--- src/rtl/muldiv_ctrl.sv ---
// Sequencer for the shared iterative multiplier/divider: latches operand magnitudes,
// drives the unit handshake, sign-corrects the raw result and returns HI/LO.
module muldiv_ctrl (
    input  logic        clk,
    input  logic        reset,
    input  logic        req_valid,
    output logic        req_ready,
    input  logic [1:0]  req_op,
    input  logic [31:0] req_a,
    input  logic [31:0] req_b,
    input  logic        flush,
    output logic        mult_valid,
    output logic        div_valid,
    output logic [31:0] unit_a,
    output logic [31:0] unit_b,
    input  logic        mult_done,
    input  logic [63:0] mult_c,
    input  logic        div_done,
    input  logic [63:0] div_c,
    output logic        resp_valid,
    output logic [31:0] resp_hi,
    output logic [31:0] resp_lo,
    output logic        busy
);

    typedef enum logic [2:0] {IDLE, RUN_MUL, RUN_DIV, DZERO, RESP} state_t;

    state_t state, state_nx;
    logic   sign_a, sign_b;
    logic   accept, op_signed, op_div;
    logic   in_sign_a, in_sign_b;
    logic   neg_res;
    logic   mul_fin, div_fin, dz_fin;
    logic [63:0] prod;
    logic [31:0] quo, rem, dz_hi;

    assign op_signed = req_op[0];
    assign op_div    = req_op[1];
    assign accept    = req_valid && (state == IDLE) && !flush;
    assign in_sign_a = req_a[31] && op_signed;
    assign in_sign_b = req_b[31] && op_signed;

    assign neg_res = sign_a ^ sign_b;
    assign prod    = neg_res ? -mult_c : mult_c;
    assign quo     = neg_res ? -div_c[31:0] : div_c[31:0];
    assign rem     = sign_a ? -div_c[63:32] : div_c[63:32];
    // unit_a holds the dividend magnitude; re-apply its sign to recover the original
    assign dz_hi   = sign_a ? -unit_a : unit_a;

    assign mul_fin = (state == RUN_MUL) && mult_done && !flush;
    assign div_fin = (state == RUN_DIV) && div_done && !flush;
    assign dz_fin  = (state == DZERO) && !flush;

    always_ff @(posedge clk) begin
        if (reset) state <= IDLE;
        else       state <= state_nx;
    end

    always_comb begin
        state_nx   = state;
        req_ready  = (state == IDLE);
        busy       = (state != IDLE);
        mult_valid = (state == RUN_MUL);
        div_valid  = (state == RUN_DIV);
        resp_valid = (state == RESP);
        case (state)
            IDLE: begin
                if (accept) begin
                    if (!op_div)            state_nx = RUN_MUL;
                    else if (req_b == '0)   state_nx = DZERO;
                    else                    state_nx = RUN_DIV;
                end
            end
            RUN_MUL: if (mult_done) state_nx = RESP;
            RUN_DIV: if (div_done)  state_nx = RESP;
            DZERO:   state_nx = RESP;
            RESP:    state_nx = IDLE;
            default: state_nx = IDLE;
        endcase
        if (flush) state_nx = IDLE;
    end

    always_ff @(posedge clk) begin
        if (reset) begin
            sign_a  <= 1'b0;
            sign_b  <= 1'b0;
            unit_a  <= '0;
            unit_b  <= '0;
            resp_hi <= '0;
            resp_lo <= '0;
        end else begin
            if (accept) begin
                sign_a <= in_sign_a;
                sign_b <= in_sign_b;
                unit_a <= in_sign_a ? -req_a : req_a;
                unit_b <= in_sign_b ? -req_b : req_b;
            end
            if (mul_fin) begin
                resp_hi <= prod[63:32];
                resp_lo <= prod[31:0];
            end
            if (div_fin) begin
                resp_hi <= rem;
                resp_lo <= quo;
            end
            if (dz_fin) begin
                resp_hi <= dz_hi;
                resp_lo <= 32'hFFFF_FFFF;
            end
        end
    end

endmodule

--- config.mk ---
export PLATFORM = sky130hd
export DESIGN_NAME = muldiv_ctrl
export DESIGN_NICKNAME = d
export VERILOG_FILES = /design/src/rtl/muldiv_ctrl.sv
export SDC_FILE = /design/constraint.sdc
export NUM_CORES = 1
export LEC_CHECK = 0
export CAP_MARGIN = 20
export CORE_MARGIN = 1
export CORE_UTILIZATION = 51
export DETAILED_ROUTE_END_ITERATION = 16
export PLACE_DENSITY = 0.87
export SKIP_CTS_REPAIR_TIMING = 1
export SLEW_MARGIN = 30
export SYNTH_ARGS = -nofsm -noshare
export SYNTH_HDL_FRONTEND = slang
export SYNTH_SLANG_ARGS = --single-unit
export TNS_END_PERCENT = 1
--- constraint.sdc ---
create_clock -name clk -period 5 [get_ports clk]
set_input_delay 0.75 -clock clk [delete_from_list [all_inputs] [get_ports clk]]
set_output_delay 0.75 -clock clk [all_outputs]
set_load 0.005 [all_outputs]
==> out/metrics.cfg, run 1 <==
[floorplanning]
coreArea_um2=19600
die_w_um=144
die_area_um2=20700
ioPinCount=333
dieHeight_um=144
rows=51
initial_utilization_pct=52.4

[sta]
tns_ns=0
hold-worst-slack_ns=0.465
maxSlewHeadroom_pct=34.6
finalClockSkew_ns=0.0118
fin_crit_sh_pct=69.2
maxSlewViolCount=0
hold_violations=0
setup_ws_ns=1.54
worst_slew_pin_slew_ns=0.968
rsz0062_at_grt=no
max_freq_mhz=289
finalCriticalPeriod_ns=3.46
setup_violations=0

[drt]
ant_nets=0
wirelength_um=41200
drt_iter0_drc=1251
wl_per_cell_um=21.5
first_pass_iters=6
drc=0
vias=12364
viasPerCell=6.44

[clock_tree]
clk_pin_slew_ns=0.06
clock-sinks=133
cts_root_buffer=clkbuf_16
cts_buffers=17
cts_tree=done
clock_latency_ns=0.44
ctsHtreeMaxLevel=4
clk_path_buf_depth=2

[logic_synthesis]
synth_commonest_cells=nor2_1, dfxtp_1, xor2_1
syn_inst=1358
post-synth-top-count-cell=nor2_1
yosysTopAreaCellShare_pct=25.9
synth_seq_area_share_pct=25.9
synth.largest_area_cell=dfxtp_1
synth_cell_types=74
synth_area_um2=10300
synthTopCellsByArea=dfxtp_1, xor2_1, nor2_1
syn-num-nets=1564
synth-edff-count=0
synth.avg_cell_area_um2=7.56
synth_ff_type=dfxtp_1
synth_seq_cells=133
ys.warnings.count=0
ys_async_sr_fraction_pct=0

[cells_and_area]
area_delta_synth_final_pct=40.0
drive_gt1_share_pct=4.78
utilization_pct=73.4
finalInstanceArea_um2=14400
final_cell_count_no_fill=1920
layout.nets=1847

[critical_path]
arrival_ns=3.82
slowest_stage=nor4b_4
end_kind=flop
crit_chain=clkdlybuf4s50_1 > or4_4 > or4_4 > nor4b_4 > a21oi_2 > a221o_1 > nor4_2
cp.required_ns=5.36
start_kind=input port
r2r_slack_ns=1.85
crit_family=simple AND/OR/NAND/NOR gates
reg2reg_depth=6
rr_endpoint=resp_hi[30]
path_depth=7
r2r_start=unit_a[6]
critPathMaxStageDelay_ns=0.63
path_max_fanout=8
crit_type=in2reg
path_common_cell=or4_4
cp_num_buf_inv=1

[min_path]
worstHoldPathType=reg2reg
hold_depth=2
min_to=unit_b[31]
min_from=unit_b[31]

[pwr]
seq_power_share_pct=35.8
power_frac_comb_pct=23.8
p_leak_nw=4.78
power_density_nw_per_um2=225
vdd_ir_drop_max_uv=255
swShare_pct=30.9
clock_power_share_pct=40.4
p_sw_mw=1.00
p_int_mw=2.24
finalPower_mw=3.24

[grt]
grt-ovfl-total=0
grt_pass1_vias=11362
grt.total_usage_pct=39.0
grt_max_degree=83
grt_pass1_wl_um=61700
antenna_found_initial=2

[job]
drv_cap=0

[placement]
place_congestion=1.00
place_area_um2=13800
place_inst=1887
portBuffers=332
post-dp-hpwl_um=30900
dp_slack_ns=1.15

[status]
status=complete, no violations

worst max-delay path by stage:
stage | from | to | slack [ns]
2_1_floorplan | mult_c[32] | resp_hi[29] | 1.93
5_1_grt | div_c[8] | resp_lo[26] | 1.31
6_report | mult_c[40] | resp_hi[19] | 1.54
3_3_place_gp | mult_c[32] | resp_hi[19] | 1.12
3_5_place_dp | mult_c[40] | resp_hi[19] | 1.15
4_1_cts | mult_c[40] | resp_hi[19] | 1.60
layout by cell type, fill, tap and decap left out, types with 22 or more instances in the layout:
cell             instances
o31ai_1                 33
nand3_1                 22
o41ai_1                 27
a211oi_1                58
a21oi_1                 64
nor3_1                  57
nand2_1                 71
nor4_1                  30
o21ai_0                 60
or4_1                   27
or3_1                   27
nor2_1                 194
clkdlybuf4s50_1        331
a31oi_1                 24
xnor2_1                 82
dfxtp_1                132
xor2_1                  89
inv_1                   24
sequential cells by signal, summed over array words and instances, names as in the netlist:
register	count
sign_b	1
state	3
unit_b	32
resp_lo	32
resp_hi	32
unit_a	32
sign_a	1
layout make-up:
cell class | count | area, um2
multi-input combinational | 1113 | 7220
fill | 1502 | 5220
timing repair buffer | 351 | 3460
sequential | 133 | 2660
clock buffer | 18 | 429
tap | 265 | 332
clock inverter | 14 | 166
inverter | 25 | 93.8
antenna | 1 | 2.50
power groups by stage:
stage	Combinational [mW]	Sequential [mW]	Clock, mW
2_1_floorplan	0.346	1.17	0
3_3_place_gp	0.741	1.18	0
3_5_place_dp	0.752	1.18	0
4_1_cts	0.758	1.16	1.31
5_1_grt	0.826	1.16	1.36
6_report	0.772	1.16	1.31
cells by family after synthesis:
family | count (synthesis) | synth area share, %
and+or+nand+nor | 519 | 25.8
AOI/OAI and AO/OA | 397 | 26.9
xor gates and xnor gates | 173 | 14.8
DFF | 133 | 25.9
buffers and inverters | 112 | 4.17
muxes | 18 | 1.79
adders and majority gates | 6 | 0.731
tightest hold or removal path: stages, from the launching register on:
cell and delay, ns:
dfxtp_1 0.31, nand2_1 0.05, a21oi_1 0.05
per-layer routing:
| metal | GRT usage (%) | part of all wire [%] | wire [um] | vias to the layer above |
|---|---|---|---|---|
| met4 | 18.0 | 3.8 | 1550 | 2 |
| li1 | - | - | - | 5692 |
| met2 | 62.0 | 45 | 18600 | 814 |
| met3 | 11.7 | 12 | 5060 | 113 |
| met1 | 48.0 | 39 | 16000 | 5743 |
| met5 | 0 | 0.032 | 13 | - |
(Power assumes the default switching activity.)
==> inputs of run 2 (changes only) <==
--- a/config.mk
+++ b/config.mk
@@ -7,9 +7,9 @@
 export LEC_CHECK = 0
 export CAP_MARGIN = 20
 export CORE_MARGIN = 1
-export CORE_UTILIZATION = 51
+export CORE_UTILIZATION = 48
 export DETAILED_ROUTE_END_ITERATION = 16
-export PLACE_DENSITY = 0.87
+export PLACE_DENSITY = 0.83
 export SKIP_CTS_REPAIR_TIMING = 1
 export SLEW_MARGIN = 30
 export SYNTH_ARGS = -nofsm -noshare
==> constraint.sdc (replaced) <==
create_clock -name clk -period 3.6 [get_ports clk]
set_input_delay 0.54 -clock clk [delete_from_list [all_inputs] [get_ports clk]]
set_output_delay 0.54 -clock clk [all_outputs]
set_load 0.005 [all_outputs]
==> out/metrics.cfg, run 2 (same netlist as run 1, synthesis figures left out) <==
[placement]
post-dp-hpwl_um=32700  ; +5.8%
portBuffers=332  ; unchanged
place_inst=1934  ; +2.5%
place_congestion=0.996  ; -0.72%

[critical_path]
r2r_slack_ns=0.51  ; -1.34 ns
path_max_fanout=8  ; unchanged
end_kind=flop
reg2reg_depth=6  ; unchanged
rr_endpoint=resp_hi[30]
slowest_stage=or4_1
r2r_start=unit_a[11]
crit_type=in2reg
start_kind=input port
crit_path_start=div_c[44]
cp.required_ns=3.93  ; -1.43 ns
arrival_ns=3.49  ; -0.33 ns
critPathMaxStageDelay_ns=0.56  ; -0.07 ns
crit_chain=clkdlybuf4s50_1 > or4_1 > or3_1 > nor3_1 > mux2i_1 > a2111oi_0 > nor4b_1

[floorplanning]
coreArea_um2=21000  ; +7.3%
ioPinCount=333  ; unchanged
die_area_um2=22000  ; +6.2%
dieHeight_um=148  ; +3.0%
rows=53  ; +3.9%
die_w_um=148  ; +3.0%
initial_utilization_pct=48.8  ; -3.6 points

[sta]
maxSlewViolCount=0  ; unchanged
rsz0062_at_grt=no
fin_crit_sh_pct=87.7
setup_violations=0  ; unchanged
finalClockSkew_ns=0.0122  ; +0.000441 ns
finalCriticalPeriod_ns=3.16
worst_slew_pin_slew_ns=0.832  ; -0.136 ns
hold-worst-slack_ns=0.452  ; -0.0135 ns
maxSlewHeadroom_pct=44.6  ; +10 points
max_freq_mhz=317
hold_violations=0  ; unchanged
tns_ns=0  ; unchanged

[grt]
antenna_found_initial=6  ; +4
grt-ovfl-total=0  ; unchanged
grt_pass1_vias=11518  ; +1.4%
grt_pass1_wl_um=65000  ; +5.4%
grt_max_degree=70  ; -16%
grt.total_usage_pct=38.2  ; -0.80 points

[drt]
wl_per_cell_um=21.7  ; +1.1%
first_pass_iters=5  ; -1
drt_iter0_drc=1077  ; -14%
viasPerCell=6.31  ; -2.0%
vias=12426  ; +0.50%
wirelength_um=42800  ; +3.8%
ant_nets=0  ; unchanged
drc=0  ; unchanged

[clock_tree]
clock-sinks=133  ; unchanged
cts_buffers=17  ; unchanged
ctsHtreeMaxLevel=4  ; unchanged
clk_pin_slew_ns=0.06  ; about the same
clk_path_buf_depth=2  ; unchanged
clock_latency_ns=0.44  ; about the same
cts_root_buffer=clkbuf_16
cts_tree=done

[pwr]
power_density_nw_per_um2=306  ; +36%
p_leak_nw=4.98  ; +4.2%
vdd_ir_drop_max_uv=289  ; +13%
finalPower_mw=4.50  ; +39%

[min_path]
min_to=unit_b[31]
worstHoldPathType=reg2reg
hold_depth=2  ; unchanged
min_from=unit_b[31]

[cells_and_area]
utilization_pct=69.9  ; -3.5 points
area_delta_synth_final_pct=43.2
layout.nets=1884  ; +2.0%
final_cell_count_no_fill=1970  ; +2.6%
final_common_cell=clkdlybuf4s50_1
final_cell_mix=clkdlybuf4s50_1, nor2_1, dfxtp_1
drive_gt1_share_pct=6.92  ; +2.1 points
n_fill_cell=1721  ; +15%

[job]
drv_cap=0  ; unchanged

[status]
status=complete, no violations

-- run 2: final cells by class --
class / count / area [um2] / share of cell area [%]
multi-input cells: 1113 / 7220 / 49.1
repair buffers: 388 / 3780 / 25.7
flip-flops and latches: 133 / 2660 / 18.1
clock buffers: 17 / 425 / 2.89
well taps: 275 / 344 / 2.34
clock inverters: 15 / 158 / 1.07
inverters: 25 / 93.8 / 0.639
diodes: 4 / 10.0 / 0.0681
-- run 2: how the worst max path moves through the flow --
stage	to	slack (ns)	cells past startpoint
6_report	resp_hi[30]	0.44	7
5_1_grt	resp_hi[30]	0.32	7
4_1_cts	resp_hi[30]	0.56	7
3_5_place_dp	resp_hi[29]	0.14	8
3_3_place_gp	resp_hi[19]	0.20	8
2_1_floorplan	resp_hi[29]	0.74	7
-- run 2: report_power, final --
part           leakage, nW  switching, mW  internal [mW]
sequential            1.08         0.0758           1.53
clock                0.287          0.802          0.983
combinational         3.61          0.549          0.552
total                 4.98           1.43           3.07
-- run 2: routing by layer --
metal / global-route usage (%) / share of wire (%) / up-vias
met5: 0 / 0.11 / -
met4: 15.4 / 3.6 / 6
met3: 9.82 / 11 / 100
met2: 61.9 / 46 / 761
met1: 48.1 / 40 / 5787
li1: - / - / 5772
-- run 2: worst max-delay path: cells and delay by family --
family	cells	cell delay [ns]
and+or+nand+nor	4	1.79
AOI/OAI and AO/OA	1	0.53
buffers and inverters	1	0.49
muxes	1	0.13
-- run 2: per-stage QoR --
stage	setup slack, ns	cell area, um2
6_report	0.441	14700
5_1_grt	0.325	14700
4_1_cts	0.565	14700
3_5_place_dp	0.144	14100
3_3_place_gp	0.195	14100
2_1_floorplan	0.741	10300
